$ cat src/rtl/ulv_shift_reg_pkg.sv
// ---------------------------------------------------------------------------
// ulv_shift_reg_pkg
//   Shared definitions for the universal shift register.
//   Any controller or bench that drives ctrl should import this package.
//
//   ctrl_e : the 2-bit operation select
//            HOLD = 00, SHL = 01, SHR = 10, LOAD = 11
// ---------------------------------------------------------------------------
package ulv_shift_reg_pkg;

    typedef enum logic [1:0] {
        CTRL_HOLD = 2'b00,
        CTRL_SHL  = 2'b01,
        CTRL_SHR  = 2'b10,
        CTRL_LOAD = 2'b11
    } ctrl_e;

endpackage : ulv_shift_reg_pkg

$ cat src/rtl/ulv_shift_register.sv
// ---------------------------------------------------------------------------
// ulv_shift_register
//   N-bit universal shift register. On every rising edge of clk it performs
//   exactly one operation: hold, shift left, shift right, or parallel load.
//
//   Parameters
//     N      register width in bits (N >= 2)
//
//   Ports
//     clk    in   1   clock, all state changes on the rising edge
//     reset  in   1   synchronous active-high clear, overrides every ctrl value
//     ctrl   in   2   operation select (see ctrl_e in ulv_shift_reg_pkg)
//     d      in   N   parallel load data; d[0] is the SHL serial-in bit and
//                     d[N-1] is the SHR serial-in bit
//     q      out  N   register contents, driven straight from the flops
// ---------------------------------------------------------------------------
module ulv_shift_register
    import ulv_shift_reg_pkg::*;
#(
    parameter int N = 8
) (
    input  logic         clk,
    input  logic         reset,
    input  logic [1:0]   ctrl,
    input  logic [N-1:0] d,
    output logic [N-1:0] q
);

    // A one-bit register has no meaningful shift slices; refuse to build it.
    generate
        if (N < 2) begin : g_bad_width
            $fatal(1, "ulv_shift_register: N must be >= 2");
        end
    endgenerate

    logic [N-1:0] q_reg;
    logic [N-1:0] q_next;

    // Next-state selection. Shifts are logical: the only bit entering the
    // register is the chosen serial-in bit, and the bit pushed out is lost.
    always_comb begin
        q_next = q_reg;
        unique case (ctrl_e'(ctrl))
            CTRL_HOLD: q_next = q_reg;
            CTRL_SHL:  q_next = {q_reg[N-2:0], d[0]};
            CTRL_SHR:  q_next = {d[N-1], q_reg[N-1:1]};
            CTRL_LOAD: q_next = d;
            default:   q_next = q_reg;
        endcase
    end

    always_ff @(posedge clk) begin
        if (reset) begin
            q_reg <= '0;
        end else begin
            q_reg <= q_next;
        end
    end

    assign q = q_reg;

endmodule : ulv_shift_register

$ cat config.mk
export PLATFORM = sky130hd
export DESIGN_NAME = ulv_shift_register
export DESIGN_NICKNAME = d
export VERILOG_FILES = /design/src/rtl/ulv_shift_reg_pkg.sv /design/src/rtl/ulv_shift_register.sv
export SDC_FILE = /design/constraint.sdc
export NUM_CORES = 1
export LEC_CHECK = 0
export ABC_AREA = 1
export CORE_AREA = 2 2 39 41
export CTS_BUF_LIST = sky130_fd_sc_hd__clkbuf_4
export DETAILED_ROUTE_END_ITERATION = 8
export DIE_AREA = 0 0 41 43
export DONT_BUFFER_PORTS = 1
export PLACE_DENSITY = 0.48
export SLEW_MARGIN = 20
export SYNTH_ARGS = -nofsm -noshare
export SYNTH_HDL_FRONTEND = slang
export SYNTH_SLANG_ARGS = --single-unit
$ cat constraint.sdc
create_clock -name clk -period 1 [get_ports clk]
set_input_delay 0.3 -clock clk [delete_from_list [all_inputs] [get_ports clk]]
set_output_delay 0.3 -clock clk [all_outputs]
set_load 0.02 [all_outputs]
After elaboration in Yosys (flattened, before gate mapping) --
Cells that the tools add are included.
Storage, ports and cells: bits in registers 8, input bits 12, output and inout bits 8, word-level logic and storage cells 6
Operators by class: equal/unequal tests 3, muxes and demuxes 1, reductions and logical operators 1
Operator list (number):
- one-hot mux 8 bit (3 select lines) | 1
- == test 2 bit, second input constant | 2
- == test 2 x 1 -> 1 bit, second input constant | 1
- zero test 2 bit | 1

Depth between registers and ports, before layout --
Gate-level depths: netlist of the first run.
depth after elaboration 2, depth in mapped cells 7, mapped depth without buffers 6

Worst setup path before layout of the first run --
No wires, ideal clock.
path type input to register, start input port ctrl[0], end register q_reg[3], in the netlist q[3], setup time 0.109 ns, arrival time 0.728 ns, required time 0.891 ns, path slack 0.163 ns, stages on the path 7, buffers on the path 1, path through buf_6 nand2_1 clkinv_1 nand2_1 nand3_1 nand2_1 inv_1
On the way: cells in the longest elaborated chain, start to end 2, elaborated cells between the ends (all ways) 5, classes of those cells eq/ne: 3; mux: 1; reduce/logical: 1
RTL lines:
- start, declared | RTL line ulv_shift_register.sv:24 | input logic [1:0] ctrl,
- == test 2 bit / == test 2 x 1 -> 1 bit (equally long branches) | RTL line ulv_shift_register.sv:43 | unique case (ctrl_e'(ctrl))
- one-hot mux 8 bit (3 select lines) | RTL line ulv_shift_register.sv:43
- end signal, assigned | RTL line ulv_shift_register.sv:56 | q_reg <= q_next;
- end, declared | RTL line ulv_shift_register.sv:36 | logic [N-1:0] q_reg;
Several ways; a longest one is shown, not always the timed one. A chain may end at the register's enable or synchronous reset.

Worst setup path after layout of the first run --
start register q_reg[7], in the netlist q[7], end output port q[7]
RTL lines:
- end, declared | RTL line ulv_shift_register.sv:26 | output logic [N-1:0] q
No word-level cell between the ends.

==> metrics, run 1 <==
GRT overflow 0; post-DP HPWL 849 um; antenna violations before repair 0; final wirelength 1.16 mm; Synth area leader dfxtp_1; sequence of cells on the critical path buf_6; Worst Path Buf+Inv 1; GRT Total Usage 16.5%; Synth Flop Type dfxtp_1; core footprint 1380 sq um; Cells after DPL 92; Power Dens Cells 1440 nW/um^2; DR iter-0 viols 14; TritonCTS Buffers 3; clock tree sinks 8; status finished, final reports clean; max_cap viols 0; Crit path max-delay family flip-flops; initial core utilization 35.4%; area grow syn2layout 8.42%; CP arrival 0.70 ns; Die Wd 41 um; post-synth top area share 32.7%; post-route ant nets 0; dominant cells by area after synthesis dfxtp_1 33%, nand2_1 13%, nand3_1 12%; kind of critical path flip-flop to output pin; fin. max-slew vios 0; most frequent cells after synthesis 17 x nand2_1, 12 x nand3_1, 11 x nor2_1; RD Place Congestion 0.722; number of flip-flops in the largest register 8; row count 14; largest net degree at the start of global routing 13; CTS tree built; most numerous cell in the Yosys netlist nand2_1; H-tree level count 1; Slowest cell on crit path dfxtp_2; Yosys warnings 0; Relative slew margins 88.8%; Worst Hold Class primary input to flip-flop; vias in the first global route 450; Worst-Margin Slew 0.168 ns; first-pass GRT wire length 1.92 mm; worst vdd ir 0.000557 V; FFs w/ async S/R, synth 0%; cts hold-fix bufs 0; CTS root buf clkbuf_4; fmax 1000 MHz; share of cells above drive strength 1 26.6%; die height 43 um; worst-skew pair later-pin latency 0.25 ns; Seq/Total Area, Yosys 32.7%; Mapped Area 490 sq um; final worst slack 0.00274 ns; max incr delay on CP 0.32 ns; routed len/inst 12.2 um; EDFF count, synth 0; Post-Place Worst Slack 0.128 ns; crit path launch type flip-flop; IO buf count 0; DR vias/cell 4.84; Leak 0.252 nW; Mapped Cells 77; Req. time, crit path 0.70 ns; routed via count 460; Seq cells post-synth 8; unrepaired setup endpoints after global routing yes; clk_skew 0.00460 ns; Clock Pin Slew Worst Setup and Hold Paths 0.06 ns; Hold Fails Final Rpt 0; Layout Cells excl Fill 95; Final setup viols 0; CP Capture Type output pin; Die Area 1760 sq um; Mapped Nets 89; DRC violations left 0; ANT cells 0; CTS max path bufs 2; Tcrit/Tclk final 99.7%; Ports 20; Period minus WS final 0.997 ns; Syn Area/Cell 6.37 sq um; Unique masters post-synth 15; nets 93; worst-path fanout max 2; first drt pass iteration count 7
[per-layer routing]
metal  global-route usage (%)  wire length [um]
met1                     22.1               537
met2                     20.0               487
met3                     7.33               122
met4                     12.0                14
met5                        0                 0
[cell type report]
type	instances	area, sq um
multi-input cells	55	263
fillers	157	852
repair buffers	1	11.3
well taps	16	20.0
clock buffers	3	22.5
inverters	12	45.0
flip-flops and latches	8	170
[logic make-up (layout without fill, tap and decap cells)]
group / count (synthesis) / in the layout / synth area share (%)
DFF: 8 / 8 / 32.7
buffers and inverters: 14 / 16 / 13.8
AOI/OAI and AO/OA: 9 / 9 / 10.2
and+or+nand+nor: 46 / 46 / 43.4
[cell usage in the layout (no fill, tap or decap), drive strengths merged]
master	Yosys	layout
a21oi	2	2
buf	2	1
clkbuf	0	3
clkinv	1	1
dfxtp	8	8
inv	11	11
nand2	19	19
nand3	12	12
nor2	15	15
o211ai	1	1
o21ai	5	5
o21bai	1	1
[repair_timing]
action                     CTS  global route
pin swaps                    0             0
setup endpoints to repair    8             2
gates resized for setup      9             0
setup buffers                0             0
[power by group]
part	total [mW]	leakage, nW	switching [mW]	internal (mW)
registers	0.397	0.0689	0.0486	0.348
clock network	0.251	0.0138	0.114	0.138
logic	0.116	0.169	0.0691	0.0473
total	0.764	0.252	0.231	0.533
[worst min-delay path: cells and delay by family]
| kind | cells | cell delay [ns] |
|---|---|---|
| buf+inv | 1 | 0.03 |
| simple gates | 1 | 0.05 |
| compound gates | 1 | 0.02 |
[worst paths after layout]
check,startpoint,cells past startpoint,to,slack (ns)
worst min register to register,q[1],2,q[1],0.59
worst max-delay path,q[7],1,q[7],0.003
worst min-delay path,reset,3,q[3],0.18
worst max register to register,q[2],4,q[3],0.19
[stage by stage]
step / utilization, % / power, mW / setup TNS, ns / hold slack, ns / area, sq um
after floorplan: - / 0.502 / 0 / 0.445 / 490
after global placement: 35.8 / 0.514 / 0 / 0.458 / 495
after detailed placement: 35.8 / 0.513 / 0 / 0.453 / 495
after CTS: 38.4 / 0.781 / -0.00983 / 0.176 / 532
after global routing: 38.4 / 0.820 / -0.0312 / 0.190 / 532
final: 38.4 / 0.764 / 0 / 0.185 / 532
(Power assumes the default switching activity.)
==> run 2, diff against run 1 <==
--- a/config.mk
+++ b/config.mk
@@ -12,7 +12,7 @@
 export DIE_AREA = 0 0 41 43
 export DONT_BUFFER_PORTS = 1
 export PLACE_DENSITY = 0.48
-export SLEW_MARGIN = 20
+export SKIP_LAST_GASP = 1
 export SYNTH_ARGS = -nofsm -noshare
 export SYNTH_HDL_FRONTEND = slang
 export SYNTH_SLANG_ARGS = --single-unit
==> results of run 2 <==
No change in the layout: final DEF, timing and power equal those of run 1.
==> run 3, diff against run 2 <==
--- a/config.mk
+++ b/config.mk
@@ -13,6 +13,7 @@
 export DONT_BUFFER_PORTS = 1
 export PLACE_DENSITY = 0.48
 export SKIP_LAST_GASP = 1
+export SLEW_MARGIN = 20
 export SYNTH_ARGS = -nofsm -noshare
 export SYNTH_HDL_FRONTEND = slang
 export SYNTH_SLANG_ARGS = --single-unit
==> results of run 3 <==
No change in the layout: final DEF, timing and power equal those of run 1.
